$ cat src/rtl/dcache_refill_ctrl.sv
// Dcache miss handler: optional victim write-back, then a line read from ram,
// returning the refilled line (or a timeout error) as a one-cycle pulse.
module dcache_refill_ctrl #(
  parameter int unsigned LINE_BYTES     = 16,
  parameter int unsigned WB_CYCLES      = 1,
  parameter int unsigned TIMEOUT_CYCLES = 64
) (
  input  logic         clk,
  input  logic         rst_n,
  input  logic         miss_req_i,
  input  logic [31:0]  miss_addr_i,
  input  logic         victim_dirty_i,
  input  logic [31:0]  victim_addr_i,
  input  logic [127:0] victim_data_i,
  output logic         miss_busy_o,
  output logic         refill_valid_o,
  output logic [127:0] refill_data_o,
  output logic [31:0]  refill_addr_o,
  output logic         refill_err_o,
  output logic         Dcache_rd_req_o,
  output logic [31:0]  Dcache_rd_addr_o,
  output logic         Dcache_wb_req_o,
  output logic [31:0]  Dcache_wb_addr_o,
  output logic [127:0] Dcache_data_ram_o,
  input  logic [127:0] ram_data_i,
  input  logic         ram_ready_i
);

  localparam logic [31:0] ALIGN_MASK = ~(32'(LINE_BYTES) - 32'd1);
  localparam int unsigned TO_W       = $clog2(TIMEOUT_CYCLES + 1);
  localparam int unsigned WB_W       = (WB_CYCLES < 1) ? 1 : $clog2(WB_CYCLES + 1);
  localparam logic [TO_W-1:0] TO_LIMIT = TO_W'(TIMEOUT_CYCLES);
  localparam logic [WB_W-1:0] WB_INIT  = WB_W'(WB_CYCLES);
  localparam logic            HAS_WB   = (WB_CYCLES != 0);

  typedef enum logic [1:0] {
    S_IDLE = 2'd0,
    S_WB   = 2'd1,
    S_RD   = 2'd2,
    S_DONE = 2'd3
  } state_e;

  state_e         state_q;
  logic [31:0]    miss_addr_q;
  logic [31:0]    victim_addr_q;
  logic [127:0]   victim_data_q;
  logic [WB_W-1:0] wb_cnt_q;
  logic [TO_W-1:0] to_cnt_q;
  logic           timeout_q;

  logic           busy_q;
  logic           refill_valid_q;
  logic [127:0]   refill_data_q;
  logic [31:0]    refill_addr_q;
  logic           refill_err_q;
  logic           rd_req_q;
  logic [31:0]    rd_addr_q;
  logic           wb_req_q;
  logic [31:0]    wb_addr_q;
  logic [127:0]   wb_data_q;

  // Ram handshake: both requests are plain levels with no ack. wb_req is held
  // for exactly WB_CYCLES cycles (each sampled cycle is an idempotent commit).
  // rd_req is held until ram_ready_i is seen while rd_req is already on the
  // bus; ready seen before that is stale and ignored.
  always_ff @(posedge clk or negedge rst_n) begin
    if (!rst_n) begin
      state_q        <= S_IDLE;
      miss_addr_q    <= '0;
      victim_addr_q  <= '0;
      victim_data_q  <= '0;
      wb_cnt_q       <= '0;
      to_cnt_q       <= '0;
      timeout_q      <= 1'b0;
      busy_q         <= 1'b0;
      refill_valid_q <= 1'b0;
      refill_data_q  <= '0;
      refill_addr_q  <= '0;
      refill_err_q   <= 1'b0;
      rd_req_q       <= 1'b0;
      rd_addr_q      <= '0;
      wb_req_q       <= 1'b0;
      wb_addr_q      <= '0;
      wb_data_q      <= '0;
    end else begin
      refill_valid_q <= 1'b0;
      case (state_q)
        S_IDLE: begin
          busy_q       <= 1'b0;
          refill_err_q <= 1'b0;
          to_cnt_q     <= '0;
          timeout_q    <= 1'b0;
          if (miss_req_i) begin
            miss_addr_q   <= miss_addr_i & ALIGN_MASK;
            victim_addr_q <= victim_addr_i & ALIGN_MASK;
            victim_data_q <= victim_data_i;
            wb_cnt_q      <= WB_INIT;
            busy_q        <= 1'b1;
            state_q       <= (victim_dirty_i && HAS_WB) ? S_WB : S_RD;
          end
        end

        S_WB: begin
          wb_req_q  <= 1'b1;
          wb_addr_q <= victim_addr_q;
          wb_data_q <= victim_data_q;
          wb_cnt_q  <= wb_cnt_q - WB_W'(1);
          if (wb_cnt_q == WB_W'(1)) begin
            state_q <= S_RD;
          end
        end

        S_RD: begin
          wb_req_q <= 1'b0;
          // Ready beats the timeout when both land on the same cycle.
          if (rd_req_q && ram_ready_i) begin
            rd_req_q      <= 1'b0;
            refill_data_q <= ram_data_i;
            timeout_q     <= 1'b0;
            state_q       <= S_DONE;
          end else if (to_cnt_q == TO_LIMIT) begin
            rd_req_q      <= 1'b0;
            refill_data_q <= '0;
            timeout_q     <= 1'b1;
            state_q       <= S_DONE;
          end else begin
            rd_req_q  <= 1'b1;
            rd_addr_q <= miss_addr_q;
            to_cnt_q  <= to_cnt_q + TO_W'(1);
          end
        end

        S_DONE: begin
          refill_valid_q <= 1'b1;
          refill_addr_q  <= miss_addr_q;
          refill_err_q   <= timeout_q;
          busy_q         <= 1'b0;
          to_cnt_q       <= '0;
          state_q        <= S_IDLE;
        end

        default: begin
          state_q <= S_IDLE;
        end
      endcase
    end
  end

  assign miss_busy_o       = busy_q;
  assign refill_valid_o    = refill_valid_q;
  assign refill_data_o     = refill_data_q;
  assign refill_addr_o     = refill_addr_q;
  assign refill_err_o      = refill_err_q;
  assign Dcache_rd_req_o   = rd_req_q;
  assign Dcache_rd_addr_o  = rd_addr_q;
  assign Dcache_wb_req_o   = wb_req_q;
  assign Dcache_wb_addr_o  = wb_addr_q;
  assign Dcache_data_ram_o = wb_data_q;

  a_no_overlap: assert property (@(posedge clk) disable iff (!rst_n)
    !(Dcache_rd_req_o && Dcache_wb_req_o));

  a_valid_pulse: assert property (@(posedge clk) disable iff (!rst_n)
    refill_valid_o |=> !refill_valid_o);

  a_rd_aligned: assert property (@(posedge clk) disable iff (!rst_n)
    Dcache_rd_req_o |-> ((Dcache_rd_addr_o & ~ALIGN_MASK) == 32'd0));

  a_wb_aligned: assert property (@(posedge clk) disable iff (!rst_n)
    Dcache_wb_req_o |-> ((Dcache_wb_addr_o & ~ALIGN_MASK) == 32'd0));

endmodule

$ cat config.mk
export PLATFORM = sky130hd
export DESIGN_NAME = dcache_refill_ctrl
export DESIGN_NICKNAME = d
export VERILOG_FILES = /design/src/rtl/dcache_refill_ctrl.sv
export SDC_FILE = /design/constraint.sdc
export NUM_CORES = 1
export LEC_CHECK = 0
export CELL_PAD_IN_SITES_DETAIL_PLACEMENT = 0
export CELL_PAD_IN_SITES_GLOBAL_PLACEMENT = 1
export CORE_AREA = 2 2 265 267
export DETAILED_ROUTE_END_ITERATION = 10
export DIE_AREA = 0 0 267 269
export HOLD_SLACK_MARGIN = 0.1
export PLACE_DENSITY = 0.65
export SKIP_LAST_GASP = 1
export SYNTH_ARGS = -nofsm -noshare
export SYNTH_HDL_FRONTEND = slang
export SYNTH_SLANG_ARGS = --single-unit
$ cat constraint.sdc
create_clock -name clk -period 1.79 [get_ports clk]
set_input_delay 0.358 -clock clk [delete_from_list [all_inputs] [get_ports clk]]
set_output_delay 0.358 -clock clk [all_outputs]
set_load 0.01 [all_outputs]
==> metrics.txt <==
Finish-stage setup viols 160; Post-Synth XOR/XNOR Area 0; Starting Density 0.289; Critical Path End Type flop; initial antenna violation count 15; WP data required 2280 ps; R2R Setup Slk -150 ps; Multi-input gate area 6230 µm²; failing checks setup timing; cell-by-cell trace of the critical path or4_4 -> o211ai_4 -> buf_4 -> buf_16 -> mux2_2; RSZ-0062 raised after global routing yes; average cell area after synthesis 16.3 µm²; post-layout util 0.438; Post-DRT Antenna Nets 0; Yosys warnings 0; Die X 267 µm; worst r2r path cells 5; final count of pins violating max slew 0; Flop pwr share 0.386; grt ovf 0; H-tree depth 2; Post-DP HPWL 44800 µm; mapped cell area 20000 µm²; number of cell rows 97; post-synthesis adder-cell area fraction 0.00500; clock root cell clkbuf_16; Clk pwr share 0.222; Core ar. 69300 µm²; clk buf depth 3; Final Hold Fails 0; DRT iter0 DRCs 561; fraction of layout cells with a size suffix above 1 0.295; cell internal pwr 38.1 mW; Pwr Total 55.6 mW; combinational fraction of design power 0.393; largest family of logic cells by synthesized area multiplexers; Total GRT Usage 0.162; Peak supply drop 0.000940 V; critical path class flop to flop; Worst EP arrival 2420 ps; TritonCTS Buffers 58; Sw Share 0.314; DRT Wirelength 60400 µm; Max Clock Skew 13.5 ps; Sequential Area 13500 µm²; Compound-Gate Fraction of Synth Area 0.0616; Max FO, Critical Path 6; Max stage delay on crit path 580 ps; CTS sink cnt 540; Period minus WS final 1940 ps; Startpoint Class flop; IO Pins 682; placer congestion estimate 0.799; setup slack at placement -160 ps; Via Count 13.2k; clk slew on worst S/H paths 60 ps; min-delay worst type input pin to async pin; Maximum Capacitance Violations 0; # fillers 6357; first-pass GRT wire length 88300 µm; worst skew pair latency 600 ps; NetSw 17.4 mW; R2R Path Start to_cnt_q[5]; drc violations 0; number of vias per cell 4.45; #FFs+latches synth 540; post-synthesis instance total 1231; Initial DRT Pass Iterations 4; Critical Path End Dcache_rd_addr_o[20]; I/O Buffers 661; static leakage 14.0 nW; Hold Slack 270 ps; mux contribution to synthesized area 0.226; Layout area overhead 51.7%; Die Ht 269 µm; post-placement cell count 2847; synth unique cells 33; routed len/inst 20.3 µm; Final Cycle Share 1.08; Reg2Reg Capture Point Dcache_rd_addr_o[20]; Synth Area in Simple Gates 0.0108; largest net degree at the start of global routing 66; Nets 2305; Non-Filler Instances 2969; Slowest-stage cell, CP or4_4; Power Density 1830 nW/µm²; post-route setup slack -145 ps; Worst Setup SP to_cnt_q[5]; Seq/Total Area, Yosys 0.675; Die Area 71800 µm²; vias in the first global route 14.1k; Max Freq 517 MHz; status complete, but fails checks; TritonCTS clock tree done
[sequential cells by signal, summed over array words and instances (netlist names)]
name and cells:
refill_addr_o 28, state_q 2, refill_valid_o 1, refill_err_o 1, Dcache_wb_req_o 1, timeout_q 1
victim_addr_q 28, to_cnt_q 7, Dcache_wb_addr_o 28, wb_cnt_q 1, miss_busy_o 1, Dcache_rd_req_o 1
miss_addr_q 28, victim_data_q 128, refill_data_o 128, Dcache_data_ram_o 128, Dcache_rd_addr_o 28
[worst max-delay path: cells and delay by family, from the launching register on]
family | cells | cell delay (ps)
flops | 1 | 380
buf+inv | 2 | 310
mux | 1 | 330
simple gates | 1 | 580
compound gates | 1 | 220
[cell type report]
class / count / area share
sequential: 540 / 0.445
multi-input combinational: 610 / 0.205
clock buffer: 89 / 0.0570
tap: 940 / 0.0388
timing repair buffer: 757 / 0.244
clock inverter: 16 / 0.00849
inverter: 5 / 0.000619
antenna: 12 / 0.000990
[cell usage in the layout (no fill, tap or decap), types with 2 or more instances in the layout]
| cell | n |
|---|---|
| dfrtp_1 | 540 |
| mux2_2 | 379 |
| dlygate4sd2_1 | 338 |
| clkdlybuf4s50_1 | 315 |
| a22o_1 | 128 |
| clkbuf_16 | 59 |
| buf_4 | 57 |
| buf_12 | 37 |
| nand2_1 | 20 |
| mux2_4 | 18 |
| clkbuf_1 | 16 |
| clkbuf_8 | 14 |
| diode_2 | 12 |
| conb_1 | 12 |
| nand3_1 | 8 |
| o21ai_0 | 8 |
| bufinv_16 | 6 |
| clkinv_2 | 6 |
| inv_1 | 5 |
| mux2i_1 | 4 |
| ha_1 | 4 |
| ha_2 | 3 |
| clkdlybuf4s15_1 | 3 |
| clkbuf_2 | 3 |
| nand2_4 | 2 |
| nand2b_1 | 2 |
| and3_1 | 2 |
| o21ai_1 | 2 |
| or4_1 | 2 |
| nor2_1 | 2 |
| nor3_1 | 2 |
| clkinv_8 | 2 |
| clkinvlp_4 | 2 |
[timing repair]
action,CTS,global route
gates cloned,1,0
endpoints found under the setup margin,505,256
hold buffers,1,0
gates resized for setup,347,18
hold endpoints to repair,125,0
setup buffers,2,1
[worst min path at each step]
stage / from / to / slack (ps) / cells after the start
floorplan: rst_n / Dcache_data_ram_o[0] / 60 / 0
global placement: rst_n / Dcache_data_ram_o[127] / 340 / 1
detailed placement: rst_n / Dcache_data_ram_o[127] / 330 / 1
CTS: rst_n / Dcache_data_ram_o[127] / 250 / 2
global route: rst_n / Dcache_data_ram_o[119] / 270 / 2
finish: rst_n / Dcache_data_ram_o[127] / 270 / 2
[through the flow]
| stage | cell area, µm² | setup TNS (ps) |
|---|---|---|
| finish | 30300 | -14440 |
| detailed placement | 28700 | -30770 |
| CTS | 30300 | -15710 |
| floorplan | 20100 | -12720 |
| global placement | 28700 | -26260 |
| global route | 30300 | -22360 |
[power by group through the flow]
stage	clock network, mW	logic, mW	registers [mW]
after floorplan	0	9.77	22.9
after global placement	0	24.2	21.5
after detailed placement	0	24.6	21.8
after CTS	12.7	22.2	21.5
after global routing	13.2	23.4	22.2
final	12.3	21.8	21.4
[logic make-up (layout without fill, tap and decap cells)]
family | after synthesis | in the layout
muxes | 401 | 401
and+or+nand+nor | 44 | 44
AOI/OAI and AO/OA | 145 | 145
other | 1 | 24
buffers and inverters | 92 | 867
DFF | 540 | 540
adders and majority gates | 8 | 8
[cell usage after synthesis]
master	count	area (µm²)
dfrtp_1	540	13500
mux2_2	386	4350
a22o_1	128	1120
clkbuf_1	51	191
nand2_1	22	82.6
buf_2	16	80.1
buf_4	13	97.6
mux2_1	10	113
o21ai_0	9	45.0
ha_1	8	100
nand3_1	8	40.0
buf_1	5	18.8
inv_1	5	18.8
mux2i_1	4	40.0
and3_1	3	18.8
buf_6	2	22.5
nand2b_1	2	12.5
nor2_1	2	7.51
nor3_1	2	10.0
or4_1	2	15.0
a211o_1	1	8.76
a31oi_1	1	6.26
a32o_1	1	10.0
conb_1	1	3.75
mux2_4	1	15.0
nand3_2	1	10.0
nand3b_1	1	7.51
o211ai_2	1	12.5
o21a_1	1	7.51
o21ai_1	1	5.00
o21bai_1	1	7.51
o221ai_1	1	8.76
or4_4	1	11.3
[per-layer routing]
| metal | vias to the layer above | global-route usage | part of all wire |
|---|---|---|---|
| met3 | 119 | 0.0656 | 0.097 |
| met4 | 8 | 0.0662 | 0.035 |
| met5 | - | 0 | 0.00079 |
| li1 | 5937 | - | - |
| met2 | 483 | 0.271 | 0.49 |
| met1 | 6651 | 0.183 | 0.38 |
(Power assumes the default switching activity.)
